$ cat src/rtl/instr_encoder_pkg.sv
// Shared encodings for the instruction encoder: request classes, FSM states,
// RV32I opcodes and funct3 legality tables.
package instr_encoder_pkg;

  typedef enum logic [3:0] {
    CLS_R      = 4'd0,
    CLS_IALU   = 4'd1,
    CLS_LOAD   = 4'd2,
    CLS_STORE  = 4'd3,
    CLS_BRANCH = 4'd4,
    CLS_JAL    = 4'd5,
    CLS_JALR   = 4'd6,
    CLS_LUI    = 4'd7,
    CLS_AUIPC  = 4'd8
  } instr_class_t;

  typedef enum logic [1:0] {
    ST_IDLE,
    ST_RUN,
    ST_DRAIN,
    ST_FULL
  } enc_state_t;

  localparam logic [6:0] OP_R      = 7'b0110011;
  localparam logic [6:0] OP_IALU   = 7'b0010011;
  localparam logic [6:0] OP_LOAD   = 7'b0000011;
  localparam logic [6:0] OP_STORE  = 7'b0100011;
  localparam logic [6:0] OP_BRANCH = 7'b1100011;
  localparam logic [6:0] OP_JAL    = 7'b1101111;
  localparam logic [6:0] OP_JALR   = 7'b1100111;
  localparam logic [6:0] OP_LUI    = 7'b0110111;
  localparam logic [6:0] OP_AUIPC  = 7'b0010111;

  localparam logic [6:0] FUNCT7_ALT = 7'b0100000;

  // Bit n set means funct3 == n is legal for that class.
  localparam logic [7:0] R_ALT_F3_OK  = 8'b0010_0001;
  localparam logic [7:0] LOAD_F3_OK   = 8'b0011_0111;
  localparam logic [7:0] STORE_F3_OK  = 8'b0000_0111;
  localparam logic [7:0] BRANCH_F3_OK = 8'b1111_0011;
  localparam logic [7:0] JALR_F3_OK   = 8'b0000_0001;

  function automatic logic fits_signed(input logic [31:0] v, input int unsigned bits);
    logic signed [31:0] hi;
    hi = $signed(v) >>> (bits - 1);
    return (hi == '0) || (hi == '1);
  endfunction

endpackage

$ cat src/rtl/instr_field_pack.sv
// Combinational RV32I field packing and request legality check.
module instr_field_pack
  import instr_encoder_pkg::*;
(
  input  logic [3:0]  cls,
  input  logic [2:0]  funct3,
  input  logic        alt,
  input  logic [4:0]  rd,
  input  logic [4:0]  rs1,
  input  logic [4:0]  rs2,
  input  logic [31:0] imm,
  output logic [31:0] word,
  output logic        illegal
);

  logic       shift;
  logic [6:0] f7;

  always_comb begin
    word    = '0;
    illegal = 1'b0;
    f7      = '0;
    shift   = (funct3 == 3'b001) || (funct3 == 3'b101);
    case (instr_class_t'(cls))
      CLS_R: begin
        f7      = (alt && (funct3 == 3'b000 || funct3 == 3'b101)) ? FUNCT7_ALT : 7'b0;
        word    = {f7, rs2, rs1, funct3, rd, OP_R};
        illegal = alt && !R_ALT_F3_OK[funct3];
      end
      CLS_IALU: begin
        if (shift) begin
          f7      = (alt && funct3 == 3'b101) ? FUNCT7_ALT : 7'b0;
          word    = {f7, imm[4:0], rs1, funct3, rd, OP_IALU};
          illegal = (imm[31:5] != '0);
        end else begin
          word    = {imm[11:0], rs1, funct3, rd, OP_IALU};
          illegal = !fits_signed(imm, 12);
        end
      end
      CLS_LOAD: begin
        word    = {imm[11:0], rs1, funct3, rd, OP_LOAD};
        illegal = !LOAD_F3_OK[funct3] || !fits_signed(imm, 12);
      end
      CLS_STORE: begin
        word    = {imm[11:5], rs2, rs1, funct3, imm[4:0], OP_STORE};
        illegal = !STORE_F3_OK[funct3] || !fits_signed(imm, 12);
      end
      CLS_BRANCH: begin
        word    = {imm[12], imm[10:5], rs2, rs1, funct3, imm[4:1], imm[11], OP_BRANCH};
        illegal = !BRANCH_F3_OK[funct3] || !fits_signed(imm, 13) || imm[0];
      end
      CLS_JAL: begin
        word    = {imm[20], imm[10:1], imm[11], imm[19:12], rd, OP_JAL};
        illegal = !fits_signed(imm, 21) || imm[0];
      end
      CLS_JALR: begin
        word    = {imm[11:0], rs1, funct3, rd, OP_JALR};
        illegal = !JALR_F3_OK[funct3] || !fits_signed(imm, 12);
      end
      CLS_LUI:   word = {imm[31:12], rd, OP_LUI};
      CLS_AUIPC: word = {imm[31:12], rd, OP_AUIPC};
      default:   illegal = 1'b1;
    endcase
  end

endmodule

$ cat src/rtl/instr_encoder.sv
// Instruction encoder: accepts decoded requests, packs them into RV32I words
// and streams them into instruction memory from address 0.
module instr_encoder
  import instr_encoder_pkg::*;
#(
  parameter int DEPTH = 256,
  parameter int AW    = $clog2(DEPTH) + 2
) (
  input  logic          clk,
  input  logic          rst,
  input  logic          start,
  input  logic          finish,
  input  logic          in_valid,
  output logic          in_ready,
  input  logic [3:0]    in_class,
  input  logic [2:0]    in_funct3,
  input  logic          in_alt,
  input  logic [4:0]    in_rd,
  input  logic [4:0]    in_rs1,
  input  logic [4:0]    in_rs2,
  input  logic [31:0]   in_imm,
  output logic          mem_we,
  input  logic          mem_ready,
  output logic [AW-1:0] mem_addr,
  output logic [31:0]   mem_wdata,
  output logic          busy,
  output logic          full,
  output logic          err,
  output logic [AW-2:0] word_count
);

  localparam int unsigned LAST = DEPTH - 1;

  enc_state_t  state, state_nx;
  logic [31:0] pack_word;
  logic        pack_illegal;
  logic        last_pending;
  logic        wr_done;
  logic        accept;

  instr_field_pack u_pack (
    .cls     (in_class),
    .funct3  (in_funct3),
    .alt     (in_alt),
    .rd      (in_rd),
    .rs1     (in_rs1),
    .rs2     (in_rs2),
    .imm     (in_imm),
    .word    (pack_word),
    .illegal (pack_illegal)
  );

  assign last_pending = mem_we && (mem_addr[AW-1:2] == LAST[AW-3:0]);
  assign wr_done      = mem_we && mem_ready;
  assign accept       = in_valid && in_ready;

  always_ff @(posedge clk) begin
    if (rst) state <= ST_IDLE;
    else     state <= state_nx;
  end

  always_comb begin
    state_nx = state;
    in_ready = 1'b0;
    busy     = 1'b0;
    case (state)
      ST_IDLE: if (start) state_nx = ST_RUN;
      ST_RUN: begin
        busy     = 1'b1;
        in_ready = (!mem_we || mem_ready) && !last_pending;
        if (finish)                       state_nx = ST_DRAIN;
        else if (wr_done && last_pending) state_nx = ST_FULL;
      end
      ST_DRAIN: begin
        busy = 1'b1;
        if (!mem_we || mem_ready) state_nx = ST_IDLE;
      end
      ST_FULL: if (finish) state_nx = ST_IDLE;
      default: state_nx = ST_IDLE;
    endcase
  end

  // mem_addr always names the pending (or next) word; it stays on the last
  // word once the memory fills so it can never wrap back to 0.
  always_ff @(posedge clk) begin
    if (rst) begin
      mem_we     <= 1'b0;
      mem_addr   <= '0;
      mem_wdata  <= '0;
      word_count <= '0;
      full       <= 1'b0;
      err        <= 1'b0;
    end else if (state == ST_IDLE && start) begin
      mem_we     <= 1'b0;
      mem_addr   <= '0;
      word_count <= '0;
      full       <= 1'b0;
      err        <= 1'b0;
    end else begin
      if (wr_done) begin
        word_count <= word_count + (AW-1)'(1);
        if (last_pending) full <= 1'b1;
        else              mem_addr <= mem_addr + AW'(4);
      end
      if (accept && !pack_illegal) begin
        mem_we    <= 1'b1;
        mem_wdata <= pack_word;
      end else if (wr_done) begin
        mem_we <= 1'b0;
      end
      if (accept && pack_illegal) err <= 1'b1;
    end
  end

endmodule

$ cat config.mk
export PLATFORM = sky130hd
export DESIGN_NAME = instr_encoder
export DESIGN_NICKNAME = d
export VERILOG_FILES = /design/src/rtl/instr_encoder_pkg.sv /design/src/rtl/instr_field_pack.sv /design/src/rtl/instr_encoder.sv
export SDC_FILE = /design/constraint.sdc
export NUM_CORES = 1
export LEC_CHECK = 0
export ABC_AREA = 1
export CELL_PAD_IN_SITES_DETAIL_PLACEMENT = 0
export CELL_PAD_IN_SITES_GLOBAL_PLACEMENT = 2
export CORE_UTILIZATION = 24
export DETAILED_ROUTE_END_ITERATION = 10
export PLACE_DENSITY = 0.89
export SKIP_LAST_GASP = 1
export SYNTH_ARGS = -nofsm -noshare
export SYNTH_HDL_FRONTEND = slang
export SYNTH_SLANG_ARGS = --single-unit
$ cat constraint.sdc
create_clock -name clk -period 3.8 [get_ports clk]
set_clock_uncertainty 0.2 [all_clocks]
set_input_delay 1.14 -clock clk [delete_from_list [all_inputs] [get_ports clk]]
set_output_delay 1.14 -clock clk [all_outputs]
set_load 0.02 [all_outputs]
==> results.cfg <==
[outcome]
status = finished, final reports clean

[setup_path]
required_ns = 2.46
arrival_ns = 2.19
start_kind = input pin
worstSetupPathType = input pin to primary output
worstPathMaxFanout = 2
endpoint_kind = primary output

[detailed_routing]
via_per_inst = 4.41
drtIter0Drc = 214
wl_met3_um = 624
wire_per_inst_um = 13.3
route.detailed.drc = 0
detail-route-antenna-nets = 0
wl_met1_mm = 5.34
highest_layer = met4
wl_mm = 11.5
wl_met2_mm = 5.39
vias = 3816
drt-pass1-iter-count = 5

[timing]
setup_viol = 0
setup-tns-final_ns = 0
period_minus_slack_ns = 3.53
hold_viol = 0
whs_ns = 0.254
fin_crit_sh = 0.929
drv_slew = 0
rsz0062_at_grt = false
fmax_mhz = 283

[pwr]
leakagePower_nw = 2.17
finalPower_mw = 1.73
power_density_mw_per_mm2 = 351
vdd_ir_drop_max_v = 0.000165

[clock_network]
cts_buffers = 5
numClockSinks = 53
cts_max_path_buffers = 2
clkLatencyLatePin_ns = 0.29
cts_tree = built
clockRootBuffer = clkbuf_16
postCtsSetupRepairBufs = 0
path_clk_slew_ns = 0.07
cts_max_level = 2

[grt]
grt_pass1_wl_mm = 18.6
grtUsageTotal = 0.163
antenna_found_initial = 0
grt_overflow = 0
grt_max_degree = 34
grt_pass1_vias = 3662

[final_layout]
layout-drive-gt1-share = 0.0525
stdcell_count = 866
area_growth_pct = 44.5
num-fill-cells = 1509
design_area_mm2 = 0.00493
nets = 752
diodes = 0

[yosys]
synthCells = 570
ys_types = 34
synth.avg_cell_area_um2 = 5.98
synth_top_area_cell = dfxtp_1
synth_warnings = 0
synth_area_leaders = dfxtp_1 31%, nand2_1 15%, inv_1 12%, nor2_1 11%, nand4_1 4.6%
synth_top_area_frac = 0.311
synth_seq_cells = 53
syn_area_mm2 = 0.00341
yosysSeqAreaShare = 0.311

[die]
ios = 117
die_height_um = 121
start_util = 0.246
fp-row-count = 43
die_area_mm2 = 0.0147
die-width_um = 121
core_area_mm2 = 0.0139

[placement]
placed_cell_area_mm2 = 0.00475
gp_congestion = 0.885
dp.final_hpwl_mm = 9.38
place.port_buffers = 114
place_inst = 858

[worst_hold_path]
min-delay-path-class = flip-flop to flip-flop

[job]
cap_violations = 0
[flip-flops by register name (all words and copies together) (netlist names)]
name and count:
err 1, mem_we 1, mem_wdata 31, mem_addr 8, state 2, full 1
word_count 9
[critical path, cell delays in order]
cell and delay [ns]:
clkdlybuf4s50_1 0.48, nor2_1 0.07, nor3_2 0.15, dlygate4sd2_1 0.35
[cell usage after synthesis (all sizes together)]
cell,instances
a22oi,10
clkinv,1
clkbuf,5
nor2,107
nand4,26
and2,1
xor2,3
nor3,10
dfxtp,53
o21ai,25
a31oi,1
o21a,3
inv,111
o2bb2ai,2
nand3b,2
o2111ai,1
nand2,139
ha,6
a211oi,2
o22ai,2
conb,1
buf,13
a21oi,28
nand3,17
a22o,1
[final timing paths]
| check | start | endpoint | slack [ns] | depth (start not counted) |
|---|---|---|---|---|
| setup / recovery | mem_ready | in_ready | 0.27 | 4 |
| setup reg to reg | mem_addr[2]$_SDFFE_PP0P_ | mem_addr[9]$_SDFFE_PP0P_ | 1.60 | 10 |
| hold / removal | err$_SDFFE_PP0P_ | err$_SDFFE_PP0P_ | 0.25 | 2 |
| hold reg to reg | err$_SDFFE_PP0P_ | err$_SDFFE_PP0P_ | 0.25 | 2 |
[power breakdown]
group / switching (mW) / total [mW] / internal, mW
Combinational: 0.341 / 0.576 / 0.235
Clock: 0.205 / 0.535 / 0.330
Sequential: 0.0250 / 0.618 / 0.593
Total: 0.571 / 1.73 / 1.16
[cell families after synthesis]
| kind of cell | synth area share |
|---|---|
| DFF | 0.311 |
| AOI/OAI and AO/OA | 0.127 |
| xor gates and xnor gates | 0.00771 |
| other | 0.00110 |
| buffers and inverters | 0.155 |
| and+or+nand+nor | 0.377 |
| adders and majority gates | 0.0220 |
[routing by layer]
metal / up-vias / global-route usage
met3: 12 / 0.0315
met4: 0 / 0.0494
met2: 112 / 0.277
met1: 1689 / 0.207
li1: 2003 / -
met5: - / 0
[timing repair]
| action | 4_1_cts | 5_1_grt |
|---|---|---|
| endpoints found under the setup margin | 1 | 0 |
| resized for setup | 1 | 0 |
| hold buffers | 0 | 0 |
[layout by cell type (no fill, tap or decap), types with 3 or more instances in the layout]
cell             instances
o21ai_0                 22
nand4_1                 25
nor2_2                   5
nor3_1                   8
clkdlybuf4s50_1        113
nand3_1                 17
ha_1                     6
nand2_2                  5
clkbuf_16                5
inv_2                    5
nor2_1                 102
xor2_1                   3
o21ai_1                  3
o21a_1                   3
a21oi_1                 28
dfxtp_1                 53
buf_4                   11
nand2_1                134
inv_1                  106
a22oi_1                 10
[area by class of cell]
type                            instances  area, um2  area share
Multi-Input combinational cell        388       1820       0.370
Timing Repair Buffer                  125       1220       0.248
Sequential cell                        53       1060       0.215
Inverter                              112        420      0.0853
Tap cell                              180        225      0.0457
Clock buffer                            7        143      0.0290
Clock inverter                          1       30.0     0.00610
[stage by stage]
stage,util,worst slack (ns)
2_1_floorplan,-,0.939
3_3_place_gp,0.343,0.00424
3_5_place_dp,0.343,-0.0117
4_1_cts,0.355,0.265
5_1_grt,0.355,0.194
6_report,0.355,0.269
Power figures use the tool's default switching activity.
